[config.mk]
export PLATFORM = sky130hd
export DESIGN_NAME = reg4_write_arbiter
export DESIGN_NICKNAME = d
export VERILOG_FILES = /design/src/rtl/reg4_arb_pkg.sv /design/src/rtl/reg4_en.sv /design/src/rtl/reg4_write_arbiter.sv
export SDC_FILE = /design/constraint.sdc
export NUM_CORES = 1
export LEC_CHECK = 0
export ABC_AREA = 1
export BUFFER_PORTS_ARGS = -buffer_cell sky130_fd_sc_hd__buf_2
export CAP_MARGIN = 5
export CORE_MARGIN = 2
export CORE_UTILIZATION = 50
export CTS_BUF_LIST = sky130_fd_sc_hd__clkbuf_4
export CTS_CLUSTER_SIZE = 28
export DETAILED_ROUTE_END_ITERATION = 6
export PLACE_DENSITY_LB_ADDON = 0.3
export SLEW_MARGIN = 20
export SYNTH_ARGS = -nofsm -noshare
export SYNTH_HDL_FRONTEND = slang
export SYNTH_SLANG_ARGS = --single-unit
[constraint.sdc]
create_clock -name CLK -period 1.62 [get_ports CLK]
set_input_delay 0.162 -clock CLK [delete_from_list [all_inputs] [get_ports CLK]]
set_output_delay 0.162 -clock CLK [all_outputs]
set_load 0.05 [all_outputs]
[src/rtl/reg4_arb_pkg.sv]
// Shared constants, FSM state type and round-robin pick helper for the
// four-requester register write arbiter.
package reg4_arb_pkg;

    localparam int unsigned N_REQ = 4;
    localparam int unsigned WIDTH = 4;
    localparam int unsigned IDX_W = 2;

    typedef enum logic [1:0] {
        IDLE  = 2'd0,
        WRITE = 2'd1,
        ACK   = 2'd2
    } state_e;

    // First set bit of req searching upward from ptr+1, wrapping 3 -> 0.
    function automatic logic [IDX_W-1:0] rr_pick(
        input logic [N_REQ-1:0] req,
        input logic [IDX_W-1:0] ptr
    );
        logic [IDX_W-1:0] idx;
        logic [IDX_W-1:0] pick;
        logic             found;
        pick  = ptr;
        found = 1'b0;
        for (int k = 1; k <= int'(N_REQ); k++) begin
            idx = ptr + IDX_W'(k);
            if (!found && req[idx]) begin
                pick  = idx;
                found = 1'b1;
            end
        end
        return pick;
    endfunction

endpackage

[src/rtl/reg4_en.sv]
// WIDTH-bit register with load enable and synchronous active-high reset.
module reg4_en #(
    parameter int unsigned WIDTH = 4
) (
    input  logic             clk_i,
    input  logic             rst_i,
    input  logic             en_i,
    input  logic [WIDTH-1:0] d_i,
    output logic [WIDTH-1:0] q_o
);

    logic [WIDTH-1:0] q_q;

    always_ff @(posedge clk_i) begin
        if (rst_i) begin
            q_q <= '0;
        end else if (en_i) begin
            q_q <= d_i;
        end
    end

    assign q_o = q_q;

endmodule

[src/rtl/reg4_write_arbiter.sv]
// Round-robin arbiter granting one of four requesters a write into a shared
// register; each transaction runs IDLE -> WRITE -> ACK.
module reg4_write_arbiter #(
    parameter int unsigned N_REQ = 4,
    parameter int unsigned WIDTH = 4
) (
    input  logic                   CLK,
    input  logic                   RESET,
    input  logic [N_REQ-1:0]       REQ,
    input  logic [N_REQ*WIDTH-1:0] DATA,
    output logic [N_REQ-1:0]       GNT,
    output logic [WIDTH-1:0]       Q,
    output logic [1:0]             OWNER,
    output logic                   BUSY
);

    import reg4_arb_pkg::*;

    state_e             state_q, state_d;
    logic [IDX_W-1:0]   winner_q, winner_d;
    logic [WIDTH-1:0]   data_q, data_d;
    logic [IDX_W-1:0]   ptr_q, ptr_d;
    logic [IDX_W-1:0]   owner_q, owner_d;
    logic [N_REQ-1:0]   gnt_q, gnt_d;
    logic               wr_en_q, wr_en_d;
    logic [IDX_W-1:0]   pick_c;
    logic [WIDTH-1:0]   pick_data_c;

    assign pick_c      = rr_pick(REQ, ptr_q);
    assign pick_data_c = DATA[32'(pick_c)*WIDTH +: WIDTH];

    // State and datapath registers; reset leaves requester 0 first in line.
    always_ff @(posedge CLK) begin
        if (RESET) begin
            state_q  <= IDLE;
            winner_q <= '0;
            data_q   <= '0;
            ptr_q    <= IDX_W'(N_REQ - 1);
            owner_q  <= '0;
            gnt_q    <= '0;
            wr_en_q  <= 1'b0;
        end else begin
            state_q  <= state_d;
            winner_q <= winner_d;
            data_q   <= data_d;
            ptr_q    <= ptr_d;
            owner_q  <= owner_d;
            gnt_q    <= gnt_d;
            wr_en_q  <= wr_en_d;
        end
    end

    // Next-state logic.
    always_comb begin
        state_d = state_q;
        case (state_q)
            IDLE:    if (|REQ) state_d = WRITE;
            WRITE:   state_d = ACK;
            ACK:     state_d = IDLE;
            default: state_d = IDLE;
        endcase
    end

    // Capture at arbitration, register load from WRITE, grant/owner from ACK.
    always_comb begin
        winner_d = winner_q;
        data_d   = data_q;
        ptr_d    = ptr_q;
        owner_d  = owner_q;
        gnt_d    = '0;
        wr_en_d  = 1'b0;
        case (state_q)
            IDLE: begin
                if (|REQ) begin
                    winner_d = pick_c;
                    data_d   = pick_data_c;
                end
            end
            WRITE: begin
                wr_en_d = 1'b1;
            end
            ACK: begin
                gnt_d   = N_REQ'(1) << winner_q;
                ptr_d   = winner_q;
                owner_d = winner_q;
            end
            default: ;
        endcase
    end

    reg4_en #(
        .WIDTH (WIDTH)
    ) u_reg (
        .clk_i (CLK),
        .rst_i (RESET),
        .en_i  (wr_en_q),
        .d_i   (data_q),
        .q_o   (Q)
    );

    assign GNT   = gnt_q;
    assign OWNER = owner_q;
    assign BUSY  = (state_q != IDLE);

endmodule
# == Yosys cells after proc, flatten, opt, wreduce, memory -nomap -nowiden ==
# Cells that the tools add are included.
# classes
add_sub_neg,3
magnitude_cmp,4
n_eq_ne,3
n_shift,2
muxes,18
n_bitwise,1
reduce_logical,11
# ops
op,count
$shiftx A16 B5 Y4,1
$lt A2 B3 Y1 const B,4
$mux W2,5
$bmux W1 S2,4
$mux W1,8
$add A2 B2 Y2 const B,2
$pmux W2 S2,1
$reduce_or A4 Y1,1
$shl A1 B2 Y4 const A,1
$logic_and A1 B1 Y1,3
$logic_not A1 Y1,3
$add A2 B1 Y2 const B,1
$eq A2 B1 Y1 const B,1
$eq A2 B2 Y1 const B,1
$logic_not A2 Y1,1
$ne A2 B2 Y1 const B,1
$reduce_and A2 Y1,1
$reduce_bool A2 Y1,1
$reduce_or A2 Y1,1
$not A1 Y1,1
# totals
register_bits,21
word_cells,50

# == Logic depth before layout (Yosys ltp) ==
# depth
ltp_word,14
mapped_depth,15

# == Modules after synthesis ==
# From an unflattened synthesis, not the netlist that was laid out.
# unflattened
hier_cells,177
hier_area_um2,1183.6
# modules_own_cells
mod,instances,cells_per_inst,area_each_um2,seq_area_each_um2
reg4_write_arbiter,1,151,1011.0,340.3
reg4_en,1,26,172.7,80.1

# == Worst setup path after synthesis ==
# OpenSTA, ideal clock, no wires.
# synth_timing
path_type,register -> register
from,register state_q[0]
to,register winner_q[0]
setup_ns,0.115
arrival_time_ns,1.416
required_time_ns,1.505
setup_slack_ns,0.089
stages_incl_launch_ff,7
path_cell_list,dfxtp_1 inv_1 nand2_1 nor2_1 inv_1 o21ai_0 inv_1
# synth_via
elab_chain_len,2
# synth_rtl
element,line_no,text
start: declaration,reg4_write_arbiter.sv:19,"state_e state_q, state_d;"
start signal: assignment,reg4_write_arbiter.sv:43,state_q <= state_d;
$logic_not A2 Y1,reg4_write_arbiter.sv:72,case (state_q)
$reduce_and A2 Y1 (no line),-,
end signal: assignment,reg4_write_arbiter.sv:44,winner_q <= winner_d;
end: declaration,reg4_write_arbiter.sv:20,"logic [IDX_W-1:0] winner_q, winner_d;"
# Every way passes these cells.
# A chain may end at the register's enable or synchronous reset.

# == Final worst setup path ==
# layout_timing
from,register ptr_q[0]
to,register data_q[2]
# layout_via
elab_chain_len,14
word_cells_on_any_way,25
# layout_rtl
element,line_no,text
start: declaration,reg4_write_arbiter.sv:22,"logic [IDX_W-1:0] ptr_q, ptr_d;"
start signal: assignment,reg4_write_arbiter.sv:38,ptr_q <= IDX_W'(N_REQ - 1);
start signal: assignment,reg4_write_arbiter.sv:46,ptr_q <= ptr_d;
$add A2 B1 Y2,reg4_arb_pkg.sv:26,idx = ptr + IDX_W'(k);
$bmux W1 S2,reg4_arb_pkg.sv:27,if (!found && req[idx]) begin
$mux W1 (not written as such),reg4_arb_pkg.sv:27,
$mux W1,reg4_arb_pkg.sv:27,
$logic_not A1 Y1,reg4_arb_pkg.sv:27,
$logic_and A1 B1 Y1,reg4_arb_pkg.sv:27,
$mux W1,reg4_arb_pkg.sv:27,
$logic_not A1 Y1,reg4_arb_pkg.sv:27,
$logic_and A1 B1 Y1,reg4_arb_pkg.sv:27,
$mux W1,reg4_arb_pkg.sv:27,
$logic_not A1 Y1,reg4_arb_pkg.sv:27,
$logic_and A1 B1 Y1,reg4_arb_pkg.sv:27,
$mux W2 *,reg4_arb_pkg.sv:27,
$shiftx A16 B5 Y4 *,reg4_write_arbiter.sv:30,assign pick_data_c = DATA[32'(pick_c)*WIDTH +: WIDTH];
end signal: assignment,reg4_write_arbiter.sv:45,data_q <= data_d;
end: declaration,reg4_write_arbiter.sv:21,"logic [WIDTH-1:0] data_q, data_d;"
# Mark *: on every way between the ends. The rest lies on a longest branch, timed or not. The select of a mux whose other input is x is not followed.

==> metrics.yaml <==
status:
  status: "finished, violations left"
  violations: "negative setup slack"
sta:
  fin_ws_ps: -119.3
  skew_ps: 1.280
  rsz0062_at_grt: "true"
  relSlewSlack_pct: 73.07
  period_minus_slack_ps: 1739
  drv_slew: 0
  setup_viol: 5
  fmax_mhz: 574.9
  fin_crit_sh_pct: 107.4
  hold_slack_ps: 166.3
  finalHoldViolations: 0
  worstMarginPinSlew_ps: 402.5
global_routing:
  grt-ovfl-total: 0
  grtUsageMet2_pct: 40.38
  met1_usage_pct: 25.81
  antenna_found_initial: 0
  grt.met3_usage_pct: 4.310
  track_usage_pct: 23.11
  top_usage_layer: "met2"
  grt_pass1_vias: 1157
  grt_pass1_wl_um: 4685
  grt_max_degree: 13
pwr:
  p_clk_share_pct: 16.7
  internal_power_w: 0.0009081
  switchingPower_w: 0.0006756
  p_total_w: 0.001584
  ir_drop_mv: 0.6041
  combPwrFrac_pct: 45.3
  p_per_area_nw_per_um2: 941.0
  seq_power_share_pct: 38.0
  leakagePower_nw: 0.8451
  swShare_pct: 42.66
floorplan:
  fp.coreArea_um2: 2170
  dieArea_um2: 2669
  die_x_um: 51.67
  num_rows: 17
  die_h_um: 51.67
  start_util_pct: 52.36
  ios: 33
layout:
  fin_nets: 237
  area.growth.synth_to_final_pct: 48.13
  stdcell_area_um2: 1683
  antennaDiodeCount: 0
  fin_cells: 242
  drive_gt1_share_pct: 44.86
worst_setup_path:
  startpoint_type: "flop"
  crit_chain: "buf_6 > nand2_2 > nand2_4 > nand2_4 > nand2_4 > nand2_8 > nand2_1 > nand2_2 > nand2_2 > nand2_4 > inv_4 > nand2_1 > nand3_2 > a21oi_2"
  max_stage_delay_ps: 400
  cp_common_cell: "nand2_4"
  critPathRequiredTime_ps: 1880
  path_buf_inv: 2
  critPathArrivalTime_ps: 2000
  cp_slowest_cell: "dfxtp_4"
  reg2reg_depth: 14
  crit_fanout: 5
  rr_startpoint: "ptr_q[0]"
  startpoint: "ptr_q[0]"
  cp.depth: 14
  crit_path_end_kind: "flop"
  cpLargestDelayFamily: "simple AND/OR/NAND/NOR gates"
  path_class: "reg -> reg"
route:
  vias: 1353
  vias_per_cell: 5.591
  ant_nets: 0
  drt-total-wl_um: 3584
  drc: 0
  drt_iter0_drc: 48
  wl_per_cell_um: 14.81
  dr.pass1.iters: 4
yosys:
  netlist_area_um2: 1136
  synth_area_per_cell_um2: 6.803
  syn_inst: 167
  ys_ff_latch: 21
  async_reset_ff_share_pct: 0
  synth_area_leader_cell: "dfxtp_1"
  synth_top_cell_area_share_pct: 37.00
  synth_edf_count: 0
  ys_warn_count: 0
  synth_top_flop_cell: "dfxtp_1"
  yosysSeqAreaShare_pct: 37.00
  synthTopCellsByCount: "nand2_1 (46), nand3_1 (22), dfxtp_1 (21), inv_1 (15), nor2_1 (12)"
  synth_nets: 189
  synth_most_common_cell: "nand2_1"
  ys_types: 20
  synthTopCellsByArea: "dfxtp_1 (37%), nand2_1 (15%), nand3_1 (9.7%)"
clock_tree:
  htreeDepth: 1
  path_clk_slew_ps: 120
  clk_latency_ps: 310
  tritoncts: "yes"
  clock_sinks: 21
  cts-root-buf: "clkbuf_4"
  cts_made_buffers: 3
  max-clock-path-buffers: 2
run:
  drv_cap: 0
hold_path:
  hp-class: "in -> reg"
  hold_depth: 2
  min_from: "RESET"
placement:
  place_area_um2: 1346
  gp_congestion: 0.8953
  dpl.hpwl_um: 2029
  numPortBuffers: 32
  dp_cells: 229
[path summary, 6_finish.rpt]
path / to / slack, ps
min: data_q[0] / 170
max: data_q[2] / -120
max reg2reg: data_q[2] / -120
min reg2reg: wr_en_q / 460
[area by class of cell]
type                    count  area, µm²
repair inverters            1      5.005
well taps                  28      35.03
clock buffers               3      22.52
fillers                   147      486.7
repair buffers             42      242.7
flip-flops and latches     21      427.9
inverters                  19      93.84
multi-input cells         127      850.8
clock inverters             1      5.005
[registers in the layout, summed over array words and instances, names as in the netlist]
register,count
GNT,4
data_q,4
u_reg.q_o,4
OWNER,2
ptr_q,2
state_q,2
winner_q,2
wr_en_q,1
[power groups by stage]
| stage | clock, W | combinational (W) | sequential, W |
|---|---|---|---|
| floorplan | 0 | 0.000327 | 0.000636 |
| global placement | 0 | 0.000458 | 0.000604 |
| detailed placement | 0 | 0.000473 | 0.000606 |
| CTS | 0.000251 | 0.000551 | 0.000595 |
| global route | 0.000278 | 0.000774 | 0.000608 |
| finish | 0.000264 | 0.000718 | 0.000602 |
[kinds of logic (layout without fill, tap and decap cells)]
logic type | Yosys count | count (layout) | synth area share (%)
and+or+nand+nor | 104 | 106 | 45.26
buffers and inverters | 21 | 66 | 7.819
AOI/OAI and AO/OA | 21 | 21 | 9.911
DFF | 21 | 21 | 37.00
[cells in the final DEF, fill, tap and decap left out, drive strengths merged, types with 3 or more instances in the layout]
master,Yosys,final
a21oi,9,9
nand3,23,24
clkbuf,1,3
nand2,61,62
dfxtp,21,21
buf,1,42
inv,19,18
nor3,3,3
o21ai,9,9
nand3b,3,3
clkinv,0,3
nor2,12,12
[through the flow]
| step | setup slack [ps] | util (%) | setup TNS (ps) |
|---|---|---|---|
| CTS | 2.345 | 68.17 | 0 |
| global placement | 33.06 | 62.05 | 0 |
| finish | -119.3 | 77.57 | -387.3 |
| floorplan | 88.51 | - | 0 |
| detailed placement | -44.93 | 62.05 | -79.79 |
| global route | -179.8 | 77.57 | -723.2 |
[metal layers]
layer	wire length (µm)	vias up
met5	0	-
met4	138	0
met3	245	22
met2	1879	80
met1	1321	612
li1	-	639
[timing repair]
item                                    CTS  global route
endpoints found under the setup margin    4             4
buffers inserted                          3             3
cloned                                    2             1
pin swaps                                 9            21
endpoints found under the hold margin     0             0
hold buffers                              0             0
gates resized for setup                  14            43
Note: power is estimated with default switching activity, not from simulation.
